## src/rtl/fetch_pc_unit_if.sv

```systemverilog
// Fetch PC unit bus: redirect/trap/stall/prediction requests into the unit, fetch group out.
// Parameters must match the fetch_pc_unit instance that uses it.
interface fetch_pc_unit_if #(
   parameter int XLEN        = 32,
   parameter int FETCH_WIDTH = 2
);
   localparam int LANE_W = (FETCH_WIDTH > 1) ? $clog2(FETCH_WIDTH) : 1;

   logic                   StallF;
   logic                   TrapValid;
   logic [XLEN-1:0]        TrapTarget;
   logic                   RedirectE;
   logic [XLEN-1:0]        RedirectTargetE;
   logic                   PredTakenF;
   logic [LANE_W-1:0]      PredLaneF;
   logic [XLEN-1:0]        PredTargetF;
   logic [XLEN-1:0]        PCF;
   logic                   FetchValidF;
   logic [FETCH_WIDTH-1:0] LaneValidF;
   logic                   MisalignF;

   modport master (
      output StallF, TrapValid, TrapTarget, RedirectE, RedirectTargetE,
             PredTakenF, PredLaneF, PredTargetF,
      input  PCF, FetchValidF, LaneValidF, MisalignF
   );

   modport slave (
      input  StallF, TrapValid, TrapTarget, RedirectE, RedirectTargetE,
             PredTakenF, PredLaneF, PredTargetF,
      output PCF, FetchValidF, LaneValidF, MisalignF
   );
endinterface

```

## src/rtl/fetch_pc_unit.sv

```systemverilog
// Fetch PC generator: one aligned group of FETCH_WIDTH instructions per cycle, next PC on the next edge.
// StallF holds PC and state; trap and execute redirect override the stall.
module fetch_pc_unit #(
   parameter int              XLEN         = 32,
   parameter int              FETCH_WIDTH  = 2,
   parameter logic [XLEN-1:0] RESET_VECTOR = XLEN'(32'h8000_0000)
) (
   input  logic                 CLK,
   input  logic                 reset,
   fetch_pc_unit_if.slave       fif
);
   localparam int              G          = FETCH_WIDTH * 4;
   localparam logic [XLEN-1:0] GROUP_MASK = XLEN'(G - 1);
   localparam logic [XLEN-1:0] LANE_MASK  = XLEN'(FETCH_WIDTH - 1);

   typedef enum logic [1:0] {
      ST_BOOT  = 2'd0,
      ST_RUN   = 2'd1,
      ST_FAULT = 2'd2
   } state_t;

   state_t          state_q, state_d;
   logic [XLEN-1:0] pc_q, pc_d;
   logic [XLEN-1:0] base;
   int              off_i;
   logic            pred_live;
   logic            run;
   logic [FETCH_WIDTH-1:0] lane_vld;

   always_ff @(posedge CLK) begin
      if (reset) begin
         pc_q    <= RESET_VECTOR;
         state_q <= ST_BOOT;
      end else begin
         pc_q    <= pc_d;
         state_q <= state_d;
      end
   end

   always_comb begin
      base      = pc_q & ~GROUP_MASK;
      off_i     = int'((pc_q >> 2) & LANE_MASK);
      run       = (state_q == ST_RUN);
      // A prediction for a lane before the entry offset is stale and ignored.
      pred_live = fif.PredTakenF && (int'(fif.PredLaneF) >= off_i);

      pc_d    = pc_q;
      state_d = state_q;
      if (fif.TrapValid) begin
         pc_d    = {fif.TrapTarget[XLEN-1:2], 2'b00};
         state_d = ST_RUN;
      end else if (fif.RedirectE && (state_q != ST_FAULT)) begin
         pc_d    = fif.RedirectTargetE;
         state_d = (fif.RedirectTargetE[1:0] != 2'b00) ? ST_FAULT : ST_RUN;
      end else if (!fif.StallF) begin
         case (state_q)
            ST_BOOT: state_d = ST_RUN;
            ST_RUN:  pc_d    = pred_live ? fif.PredTargetF : base + XLEN'(G);
            default: state_d = state_q;
         endcase
      end

      // The mask qualifies the current group with the predictor's same-cycle answer for it.
      lane_vld = '0;
      for (int i = 0; i < FETCH_WIDTH; i++) begin
         lane_vld[i] = run && (i >= off_i) &&
                       (!pred_live || (i <= int'(fif.PredLaneF)));
      end
   end

   assign fif.PCF         = pc_q;
   assign fif.FetchValidF = run;
   assign fif.MisalignF   = (state_q == ST_FAULT);
   assign fif.LaneValidF  = lane_vld;

endmodule
```

## src/flat_wrapper.sv

```systemverilog
// flat-port wrapper written by rule: the top's interface ports become plain ports
module fetch_pc_unit_flat 
#(
   parameter int              XLEN         = 32,
   parameter int              FETCH_WIDTH  = 2,
   parameter logic [XLEN-1:0] RESET_VECTOR = XLEN'(32'h8000_0000)
)
  (CLK, reset, fif_StallF, fif_TrapValid, fif_TrapTarget, fif_RedirectE, fif_RedirectTargetE, fif_PredTakenF, fif_PredLaneF, fif_PredTargetF, fif_PCF, fif_FetchValidF, fif_LaneValidF, fif_MisalignF);
  fetch_pc_unit_if #(.XLEN(XLEN), .FETCH_WIDTH(FETCH_WIDTH)) fif_i ();
  input  logic CLK;
  input  logic reset;
  input wire logic [$bits(fif_i.StallF)-1:0] fif_StallF;
  input wire logic [$bits(fif_i.TrapValid)-1:0] fif_TrapValid;
  input wire logic [$bits(fif_i.TrapTarget)-1:0] fif_TrapTarget;
  input wire logic [$bits(fif_i.RedirectE)-1:0] fif_RedirectE;
  input wire logic [$bits(fif_i.RedirectTargetE)-1:0] fif_RedirectTargetE;
  input wire logic [$bits(fif_i.PredTakenF)-1:0] fif_PredTakenF;
  input wire logic [$bits(fif_i.PredLaneF)-1:0] fif_PredLaneF;
  input wire logic [$bits(fif_i.PredTargetF)-1:0] fif_PredTargetF;
  output wire logic [$bits(fif_i.PCF)-1:0] fif_PCF;
  output wire logic [$bits(fif_i.FetchValidF)-1:0] fif_FetchValidF;
  output wire logic [$bits(fif_i.LaneValidF)-1:0] fif_LaneValidF;
  output wire logic [$bits(fif_i.MisalignF)-1:0] fif_MisalignF;
  assign fif_i.StallF = fif_StallF;
  assign fif_i.TrapValid = fif_TrapValid;
  assign fif_i.TrapTarget = fif_TrapTarget;
  assign fif_i.RedirectE = fif_RedirectE;
  assign fif_i.RedirectTargetE = fif_RedirectTargetE;
  assign fif_i.PredTakenF = fif_PredTakenF;
  assign fif_i.PredLaneF = fif_PredLaneF;
  assign fif_i.PredTargetF = fif_PredTargetF;
  assign fif_PCF = fif_i.PCF;
  assign fif_FetchValidF = fif_i.FetchValidF;
  assign fif_LaneValidF = fif_i.LaneValidF;
  assign fif_MisalignF = fif_i.MisalignF;
  fetch_pc_unit #(.XLEN(XLEN), .FETCH_WIDTH(FETCH_WIDTH), .RESET_VECTOR(RESET_VECTOR)) u_core (.CLK(CLK), .reset(reset), .fif(fif_i));
endmodule
```

## config.mk

```make
export PLATFORM = sky130hd
export DESIGN_NAME = fetch_pc_unit_flat
export DESIGN_NICKNAME = d
export VERILOG_FILES = /design/src/rtl/fetch_pc_unit_if.sv /design/src/rtl/fetch_pc_unit.sv /design/src/flat_wrapper.sv
export SDC_FILE = /design/constraint.sdc
export NUM_CORES = 1
export LEC_CHECK = 0
export ABC_CLOCK_PERIOD_IN_PS = 2500
export BUFFER_PORTS_ARGS = -buffer_cell sky130_fd_sc_hd__buf_2
export CORE_ASPECT_RATIO = 1.5
export CORE_MARGIN = 1.5
export CORE_UTILIZATION = 47
export DETAILED_ROUTE_END_ITERATION = 8
export PLACE_DENSITY = 0.81
export SLEW_MARGIN = 10
export SYNTH_ARGS = -nofsm -noshare
export SYNTH_HDL_FRONTEND = slang
export SYNTH_SLANG_ARGS = --single-unit
export TNS_END_PERCENT = 30
```

## constraint.sdc

```tcl
create_clock -name CLK -period 2.5 [get_ports CLK]
set_clock_uncertainty 0.05 [all_clocks]
set_input_delay 0.5 -clock CLK [delete_from_list [all_inputs] [get_ports CLK]]
set_output_delay 0.5 -clock CLK [all_outputs]
set_load 0.02 [all_outputs]
```

# Word level (Yosys, flattened, before mapping)
# Index checks and enable logic that the tools add are counted.
# totals
register_bits,34
wordCells,42
inputBits,103
latch_bits,0
romBits,0
ramBits,0
out_inout_bits,36
n_memories,0
# op_classes
n_shift,0
order_cmp,4
addsub,1
multipliers,0
eq_ne,5
mux,10
n_bitwise,0
div_mod_pow,0
n_reduce_logical,18
# ops
operator,count
32-bit two-way mux,5
32-bit by 4-bit adder with 32-bit output (second input constant),1
2-bit two-way mux,4
2-bit AND reduction,4
2-bit nonzero test,3
3-bit nonzero test,2
1-bit logical AND,5
3-bit by 1-bit != test with 1-bit output (second input constant),1
2-bit by 1-bit equality test with 1-bit output (second input constant),1
2-bit equality test (second input constant),1
1-bit greater-or-equal comparator (first input constant),2
2-bit logical NOT,1
2-bit by 1-bit != test with 1-bit output (second input constant),1
2-bit != test (second input constant),1
2-bit OR reduction,1
1-bit greater-or-equal comparator,1
1-bit <= comparator (first input constant),1
1-bit logical NOT,1
1-bit logical OR,1
1-bit two-way mux,1

# Logic depth before layout (Yosys ltp)
# Gate-level depths: netlist (run 1).
# logic_depth
word_depth,7
depth_mapped,8

# Least setup slack after synthesis (run 1)
# Ideal clock, no wire load.
# synth_path
path_type,input port to output port
from,input fif_PredLaneF
to,output fif_LaneValidF[1]
path_stages,6
n_path_buf,2
t_arrival_ns,1.681
slack_ns,0.269
path_cell_list,nand2b_1 -> nand2_1 -> clkbuf_1 -> clkbuf_1 -> nor2_1 -> nor2_1
# synth_via
elab_chain_cells,5
# synth_lines
item,line,rtl
from (decl),flat_wrapper.sv:18,input wire logic [$bits(fif_i.PredLaneF)-1:0] fif_PredLaneF;
1-bit greater-or-equal comparator,fetch_pc_unit.sv:45,pred_live = fif.PredTakenF && (int'(fif.PredLaneF) >= off_i);
1-bit logical AND,fetch_pc_unit.sv:45,
1-bit logical NOT,-,
1-bit logical OR *,fetch_pc_unit.sv:67,(!pred_live || (i <= int'(fif.PredLaneF)));
1-bit logical AND *,fetch_pc_unit.sv:66,lane_vld[i] = run && (i >= off_i) &&
to (decl),flat_wrapper.sv:22,output wire logic [$bits(fif_i.LaneValidF)-1:0] fif_LaneValidF;
# Mark *: on every way between the ends. The rest lies on a longest branch, timed or not.

# Worst setup path in the final report (run 1)
# layout_path
from,register u_core.pc_q[4] (netlist: u_core.fif.PCF[4])
to,register u_core.pc_q[25] (netlist: u_core.fif.PCF[25])
# layout_via
elab_chain_cells,6
# layout_lines
item,line,rtl
from (decl),fetch_pc_unit.sv:23,"logic [XLEN-1:0] pc_q, pc_d;"
from (signal assigned),fetch_pc_unit.sv:35,pc_q <= pc_d;
32-bit by 4-bit adder with 32-bit output,fetch_pc_unit.sv:58,ST_RUN: pc_d = pred_live ? fif.PredTargetF : base + XLEN'(G);
32-bit two-way mux,fetch_pc_unit.sv:58,
32-bit two-way mux,fetch_pc_unit.sv:56,case (state_q)
32-bit two-way mux,fetch_pc_unit.sv:55,end else if (!fif.StallF) begin
32-bit two-way mux,fetch_pc_unit.sv:52,end else if (fif.RedirectE && (state_q != ST_FAULT)) begin
32-bit two-way mux,fetch_pc_unit.sv:49,if (fif.TrapValid) begin
# Every way passes these cells. The select of a mux whose other input is x is not followed.
# A chain may end at the register's enable or synchronous reset.

==> impl_metrics.json, run 1 <==
{
  "synth_edf_count": 0,
  "path_clk_slew_ps": 80,
  "dp.final_hpwl_mm": 8.065,
  "finalSetupTns_ps": 0,
  "synth-seq-area-share_pct": 23.44,
  "maxSlewViolCount": 0,
  "core_um2": 5871,
  "num_antenna_cells": 0,
  "slew_headroom_pct": 58.56,
  "crit_end": "u_core.fif.PCF[25]",
  "final_layout_size_suffix_gt1_share_pct": 33.21,
  "yosysTopAreaCellShare_pct": 23.44,
  "synth_adder_area_share_pct": 0.4308,
  "die_area_um2": 6669,
  "antenna_found_initial": 0,
  "post_cts_resized": 0,
  "min_period_ps": 2290,
  "synthCells": 401,
  "dieWidth_um": 67.18,
  "drc": 0,
  "cp-startpoint": "u_core.fif.PCF[4]",
  "grt_pass1_wl_mm": 16.91,
  "rrSetupSlack_ps": 210,
  "routedWlPerCell_um": 17.63,
  "max_cap_violations": 0,
  "clock-sinks": 34,
  "ys.flop_type": "dfxtp_1",
  "synth.most_common_cell": "nand2_1",
  "rows": 34,
  "dr_total_vias": 3946,
  "p_leak_uw": 0.001691,
  "setup_viol": 0,
  "htreeDepth": 2,
  "ios": 139,
  "start_util_pct": 49.47,
  "yosysTopAreaCell": "dfxtp_1",
  "worstPathArrival_ps": 2420,
  "routed_wirelength_mm": 10.77,
  "portBuffers": 136,
  "grt_usage_pct": 32.33,
  "cp-end-kind": "register",
  "clk_path_buf_depth": 2,
  "synth-seq-cells": 34,
  "synth_common_cells": "nand2_1, nor2_1, dfxtp_1",
  "first_pass_iters": 8,
  "cts_tree": "built",
  "ir_drop_mv": 0.3420,
  "hold_ws_ps": 414.9,
  "synth-simple-area-share_pct": 30.50,
  "first_iter_violations": 384,
  "postCtsHoldBufs": 0,
  "fillers": 533,
  "avgSynthCellArea_um2": 7.242,
  "grt_overflow": 0,
  "critical_path_class": "register to register",
  "place_congestion": 0.9219,
  "grt_pass1_vias": 3604,
  "status": "finished clean",
  "power_density_nw_per_um2": 490.1,
  "root_buffer": "clkbuf_8",
  "fin_crit_sh_pct": 91.60,
  "synth_compound_area_share_pct": 34.68,
  "synthXorXnorAreaFrac_pct": 4.826,
  "synth_top_family_by_area": "compound AO/OA/AOI/OAI gates",
  "rr_startpoint": "u_core.fif.PCF[4]",
  "synthMuxAreaShare_pct": 0.3447,
  "synth.yosys.warnings": 0,
  "drtAntennaViolNets": 0,
  "area_growth_pct": 32.66,
  "grt_max_degree": 27,
  "vias_per_cell": 6.458,
  "tightest_slew_ps": 619.6,
  "hold_viol": 0,
  "chipHeight_um": 99.27,
  "startpoint_type": "register",
  "hold_path.class": "input port to register",
  "synth_cell_types": 65,
  "syn_nets": 505,
  "clk_latency_ps": 290,
  "cp.required_ps": 2630,
  "reg2reg_depth": 6,
  "cts_setup_buffers": 0,
  "rsz0062_at_grt": "no",
  "ys_async_sr_fraction_pct": 0,
  "crit_path_max_fanout": 8,
  "syn-cell-area_um2": 2904,
  "r2r-end": "u_core.fif.PCF[25]",
  "nNetsFinal": 642,
  "synth.area.top_cells": "dfxtp_1, nand2_1, nor2_1, a221oi_1, a21oi_1",
  "cts_made_buffers": 5,
  "fmax_mhz": 436.7
}
==> flip-flops by register name, indices dropped and copies added (netlist names) <==
signal and count:
u_core.fif.PCF 32, u_core.state_q 2
==> where the power goes <==
group / internal (uW) / switching, uW
Clock: 426 / 228
Sequential: 586 / 80.5
Combinational: 242 / 325
==> worst max-delay path, stage by stage, from the launching register on <==
cell and delay (ps):
dfxtp_1 460, ha_1 300, and4_1 450, nand4_1 340, o21a_1 280, o31ai_1 190, a31oi_1 100
==> through the flow <==
stage                     setup WS [ps]  cells  power, uW  area (um2)  utilization, %
final                             210.0    611       1888        3852           65.62
after global routing              44.50    611       1966        3852           65.62
after CTS                         229.9    611       1879        3852           65.62
after detailed placement          244.1    603       1232        3710           63.19
after global placement            273.7    603       1221        3710           63.19
after floorplan                   269.5    401      988.8        2904               -
==> worst min-delay path by stage <==
stage | startpoint | end | slack, ps | depth (start not counted)
global route | fif_TrapTarget[31] | u_core.fif.PCF[31] | 400 | 3
global placement | u_core.fif.PCF[1] | u_core.fif.PCF[1] | 420 | 2
floorplan | u_core.fif.PCF[1] | u_core.fif.PCF[1] | 500 | 2
detailed placement | u_core.fif.PCF[1] | u_core.fif.PCF[1] | 420 | 2
finish | fif_TrapTarget[31] | u_core.fif.PCF[31] | 410 | 3
CTS | fif_TrapTarget[31] | u_core.fif.PCF[31] | 400 | 3
==> placed cells by master (no fill, tap or decap), types with 6 or more instances in the layout <==
cell	n
a211oi_1	7
a21oi_1	19
a221oi_1	11
a22oi_1	7
a31oi_1	8
buf_2	136
buf_4	21
clkbuf_8	6
dfxtp_1	34
inv_1	11
nand2_1	53
nand3_1	11
nand4_1	14
nor2_1	37
nor3_1	16
nor4_1	6
o211ai_1	7
o21a_1	9
o21ai_0	16
o22ai_1	15
xnor2_1	9
xor2_1	7
==> final cells by class <==
type	instances	area [um2]	share of cell area, %
sequential	34	680.7	17.67
multi-input combinational	328	2056	53.36
inverter	12	45.04	1.169
clock buffer	6	82.58	2.144
timing repair buffer	157	838.3	21.76
clock inverter	2	60.06	1.559
tap	72	90.09	2.338
==> metal layers <==
layer | GRT usage (%) | routed length, um
met4 | 15.70 | 435
met3 | 4.299 | 898
met1 | 38.85 | 4022
met2 | 55.14 | 5415
met5 | 0 | 0
==> logic make-up (layout without fill, tap and decap cells) <==
| family | count (synthesis) | after routing |
|---|---|---|
| compound gates | 139 | 139 |
| xor+xnor | 16 | 16 |
| fa+ha+maj | 1 | 1 |
| buf+inv | 39 | 177 |
| flops | 34 | 34 |
| mux | 1 | 1 |
| simple gates | 171 | 171 |
(Power assumes the default switching activity.)
==> run 2, diff against run 1 <==
CELL_PAD_IN_SITES_DETAIL_PLACEMENT = 1   (was unset)
CELL_PAD_IN_SITES_GLOBAL_PLACEMENT = 1   (was unset)
CORE_UTILIZATION = 32   (was 47)
PLACE_DENSITY = unset   (was 0.81)
PLACE_DENSITY_LB_ADDON = 0.1   (was unset)
==> impl_metrics.json, run 2 (synthesis gave the netlist of run 1 again) <==
{
  "status": "finished clean",
  "grt_pass1_vias": 3866,
  "fin_crit_sh_pct": 87.92,
  "antenna_found_initial": 0,
  "first_iter_violations": 183,
  "hold_path.class": "input port to register",
  "rows": 42,
  "cp.required_ps": 2670,
  "ir_drop_mv": 0.3185,
  "setup_viol": 0,
  "worstPathArrival_ps": 2360,
  "hold_viol": 0,
  "htreeDepth": 2,
  "grt_max_degree": 31,
  "ios": 139,
  "routed_wirelength_mm": 12.77,
  "postCtsHoldBufs": 0,
  "final_common_cell": "buf_2",
  "clk_latency_ps": 290,
  "core_um2": 8828,
  "tightest_slew_ps": 664.2,
  "cts_made_buffers": 5,
  "post_cts_resized": 0,
  "clk_path_buf_depth": 2,
  "first_pass_iters": 5,
  "hold_ws_ps": 387.6,
  "path_clk_slew_ps": 60,
  "cts_setup_buffers": 0,
  "p_seq_share_pct": 35.4,
  "clock-sinks": 34,
  "start_util_pct": 32.89,
  "intPower_uw": 1203,
  "dp_slack_ps": 122.4,
  "path_cells": "nand2b_1, a2bb2oi_2, buf_4, nor3_1, o21ai_0, o22ai_1",
  "root_buffer": "clkbuf_16",
  "die_area_um2": 9667,
  "vias_per_cell": 5.863,
  "drtAntennaViolNets": 0,
  "dp.final_hpwl_mm": 9.821,
  "p_leak_uw": 0.001724,
  "cts_tree": "built",
  "rsz0062_at_grt": "no",
  "grt_usage_pct": 27.59,
  "nNetsFinal": 649,
  "fmax_mhz": 455.0,
  "drc": 0,
  "setup_ws_ps": 302.1,
  "largest_reg_flops": 32,
  "startpoint_type": "register",
  "finalSetupTns_ps": 0,
  "num_antenna_cells": 0,
  "min_period_ps": 2198,
  "portBuffers": 136,
  "critical_path_class": "register to register",
  "slowest_stage": "nor3_1",
  "switchingPower_uw": 664.7,
  "final_layout_size_suffix_gt1_share_pct": 33.58,
  "slew_headroom_pct": 55.38,
  "chipHeight_um": 119.7,
  "place_congestion": 0.8547,
  "routedWlPerCell_um": 19.50,
  "cp-end-kind": "register",
  "p_sw_share_pct": 35.58,
  "dr_total_vias": 3840,
  "crit_path_max_fanout": 13,
  "dieWidth_um": 80.78,
  "maxSlewViolCount": 0,
  "combPwrFrac_pct": 32.0,
  "grt_pass1_wl_mm": 20.23,
  "power_density_nw_per_um2": 472.3,
  "final_cell_mix": "buf_2, nand2_1, nor2_1, dfxtp_1, buf_4",
  "max_cap_violations": 0,
  "critPathMaxStageDelay_ps": 570,
  "grt_overflow": 0,
  "pwr-share-clk_pct": 32.6,
  "area_growth_pct": 36.19
}
==> run 2: metrics by stage <==
stage	total power [uW]	area, um2	cells	utilization, %
floorplan	988.8	2904	401	-
global placement	1255	3822	648	43.30
detailed placement	1267	3822	648	43.30
CTS	1880	3955	655	44.80
global route	1964	3955	655	44.80
finish	1868	3955	655	44.80
==> run 2: worst max-delay path, delay by kind of cell, from the launching register on <==
kind | cells | cell delay (ps)
DFF | 1 | 480
and+or+nand+nor | 2 | 790
AOI/OAI and AO/OA | 3 | 570
buffers and inverters | 1 | 220
==> run 2: layout make-up <==
type	instances	area [um2]
clock buffers	7	132.6
fillers	1185	4873
inverters	12	45.04
multi-input cells	328	2056
flip-flops and latches	34	680.7
well taps	110	137.6
repair buffers	164	903.4
==> run 2: power groups by stage <==
stage	combinational (uW)	sequential (uW)	clock, uW
floorplan	281	708	0
global placement	586	669	0
detailed placement	596	671	0
CTS	599	660	622
global route	649	671	645
finish	597	661	610
==> run 2: metal layers <==
metal  share of wire, %  GRT usage (%)
met2                 52          50.63
met1                 41          32.49
met4                1.1          6.789
met3                5.4          4.563
met5                  0              0
==> run 2: final timing paths <==
check	startpoint	to	slack, ps	depth (start not counted)
setup / recovery	u_core.state_q[0]	u_core.fif.PCF[16]	300	6
hold / removal	fif_TrapTarget[31]	u_core.fif.PCF[31]	390	3
setup reg to reg	u_core.state_q[0]	u_core.fif.PCF[16]	300	6
hold reg to reg	u_core.fif.PCF[1]	u_core.fif.PCF[1]	430	2
==> run 3, diff against run 2 <==
ABC_AREA = 1   (was unset)
ABC_CLOCK_PERIOD_IN_PS = unset   (was 2500)
CORE_UTILIZATION = 30   (was 32)
==> impl_metrics.json, run 3 <==
{
  "htreeDepth": 2,
  "syn-cell-area_um2": 2968,
  "crit_path_max_fanout": 60,
  "grt_pass1_wl_mm": 19.49,
  "synth.most_common_cell": "nand2_1",
  "drtAntennaViolNets": 0,
  "rows": 44,
  "place_congestion": 0.8301,
  "finalSetupTns_ps": 0,
  "vias_per_cell": 5.008,
  "combPwrFrac_pct": 25.9,
  "drc": 0,
  "largest_reg_flops": 32,
  "cts_made_buffers": 5,
  "die_area_um2": 10510,
  "post_cts_resized": 0,
  "grt_overflow": 0,
  "worstPathArrival_ps": 2180,
  "yosysTopAreaCell": "nand2_1",
  "pwr-share-clk_pct": 39.5,
  "grt_usage_pct": 22.67,
  "startpoint_type": "register",
  "maxSlewViolCount": 0,
  "p_seq_share_pct": 34.5,
  "reg2reg_depth": 8,
  "hold_depth": 3,
  "cp-end-kind": "register",
  "hold_ws_ps": 398.4,
  "dp.final_hpwl_mm": 8.849,
  "synth_cell_types": 29,
  "routedWlPerCell_um": 15.17,
  "final_layout_size_suffix_gt1_share_pct": 25.80,
  "synth-seq-area-share_pct": 22.93,
  "grt_max_degree": 61,
  "syn_nets": 639,
  "yosysTopAreaCellShare_pct": 23.27,
  "ios": 139,
  "critical_path_class": "register to register",
  "avgSynthCellArea_um2": 5.547,
  "hold_path.class": "input port to register",
  "area_growth_pct": 30.99,
  "fin_crit_sh_pct": 83.10,
  "fillers": 1403,
  "whs_endpoint": "u_core.fif.PCF[31]",
  "path_clk_slew_ps": 60,
  "hold_viol": 0,
  "r2r-end": "u_core.fif.PCF[2]",
  "clk_latency_ps": 290,
  "ys_async_sr_fraction_pct": 0,
  "slew_headroom_pct": 54.61,
  "synth.area.top_cells": "nand2_1, dfxtp_1, nor2_1, a22oi_1, nand3_1",
  "intPower_uw": 1268,
  "min_period_ps": 2077,
  "synth-seq-cells": 34,
  "synth_edf_count": 0,
  "worstHoldStart": "fif_TrapTarget[31]",
  "num_antenna_cells": 0,
  "rr_startpoint": "u_core.state_q[1]",
  "grt_pass1_vias": 4025,
  "max_cap_violations": 0,
  "rrSetupSlack_ps": 420,
  "p_sw_share_pct": 32.65,
  "switchingPower_uw": 614.5,
  "chipHeight_um": 124.8,
  "postCtsHoldBufs": 0,
  "p_leak_uw": 0.001895,
  "core_um2": 9634,
  "power_density_nw_per_um2": 484.2,
  "clock-sinks": 34,
  "fmax_mhz": 481.4,
  "first_pass_iters": 5,
  "routed_wirelength_mm": 11.74,
  "dieWidth_um": 84.21,
  "dr_total_vias": 3876,
  "clk_path_buf_depth": 2,
  "synth.yosys.warnings": 0,
  "final_cell_mix": "nand2_1, buf_2, nor2_1, inv_1, nand3_1",
  "start_util_pct": 30.81,
  "rsz0062_at_grt": "no",
  "antenna_found_initial": 0,
  "synth_common_cells": "nand2_1, nor2_1, inv_1",
  "setup_viol": 0,
  "root_buffer": "clkbuf_16",
  "first_iter_violations": 95,
  "status": "finished clean",
  "ys.flop_type": "dfxtp_1",
  "cts_setup_buffers": 0,
  "nNetsFinal": 763,
  "ir_drop_mv": 0.2693,
  "tightest_slew_ps": 679.8,
  "final_common_cell": "nand2_1",
  "portBuffers": 136,
  "cp.required_ps": 2600,
  "synthCells": 535,
  "cts_tree": "built"
}
-- run 3: cell count changes after synthesis, sizes merged, moves of 8 or more --
cell,previous run,this run
a21oi,19,33
a221oi,11,1
nand3,12,39
nand4,17,0
o21a,9,0
inv,12,50
nand2,53,188
o22ai,16,0
a22oi,7,28
a211oi,8,0
nor3,17,3
nor2,37,99
-- run 3: power groups by stage --
stage / sequential (uW) / combinational (uW) / clock (uW)
after global placement: 659 / 480 / 0
after CTS: 650 / 496 / 757
after floorplan: 689 / 259 / 0
final: 650 / 488 / 744
after global routing: 658 / 550 / 776
after detailed placement: 661 / 492 / 0
-- run 3: cell type report --
cell class / count / area (um2) / share of cell area, %
Multi-Input combinational cell: 428 / 1996 / 51.34
Inverter: 50 / 187.7 / 4.828
Clock inverter: 1 / 30.03 / 0.7724
Clock buffer: 6 / 138.9 / 3.573
Timing Repair Buffer: 140 / 710.7 / 18.28
Sequential cell: 34 / 680.7 / 17.51
Tap cell: 115 / 143.9 / 3.701
-- run 3: through the flow --
step,util (%),total power [uW],cells,cell area [um2],setup WS (ps)
final,40.35,1882,774,3887,422.5
after global routing,40.35,1985,774,3887,225.0
after CTS,40.35,1903,774,3887,389.2
after detailed placement,38.60,1153,767,3719,312.0
after global placement,38.60,1139,767,3719,365.4
after floorplan,-,947.7,535,2968,635.2
-- run 3: layer usage --
| layer | vias up | share of wire [%] | track usage [%] |
|---|---|---|---|
| li1 | 1966 | - | - |
| met1 | 1781 | 41 | 25.91 |
| met2 | 111 | 53 | 42.78 |
| met3 | 18 | 4.5 | 2.916 |
| met4 | 0 | 1.8 | 6.847 |
| met5 | - | 0 | 0 |
-- run 3: worst max-delay path by stage --
stage | from | end | slack (ps) | cells past startpoint
4_1_cts | u_core.state_q[1] | u_core.fif.PCF[2] | 390 | 8
3_3_place_gp | fif_TrapValid | u_core.fif.PCF[5] | 370 | 6
3_5_place_dp | fif_TrapValid | u_core.fif.PCF[5] | 310 | 6
5_1_grt | u_core.state_q[1] | u_core.fif.PCF[2] | 230 | 8
2_1_floorplan | u_core.fif.PCF[2] | fif_LaneValidF[1] | 640 | 5
6_report | u_core.state_q[1] | u_core.fif.PCF[2] | 420 | 8
-- run 3: logic make-up after synthesis --
kind of cell | Yosys count | share of synthesized area (%)
buf+inv | 73 | 9.823
xor+xnor | 7 | 2.066
simple gates | 330 | 45.19
fa+ha+maj | 1 | 0.4215
flops | 34 | 22.93
compound gates | 90 | 19.56
-- run 3: critical path, cell delays in order, from the launching register on --
cell     delay, ps
dfxtp_1        420
inv_2           80
o21ai_4        130
buf_4          530
inv_1          310
nand2_1        140
a21oi_1         80
a21oi_1        140
nor2_1          40
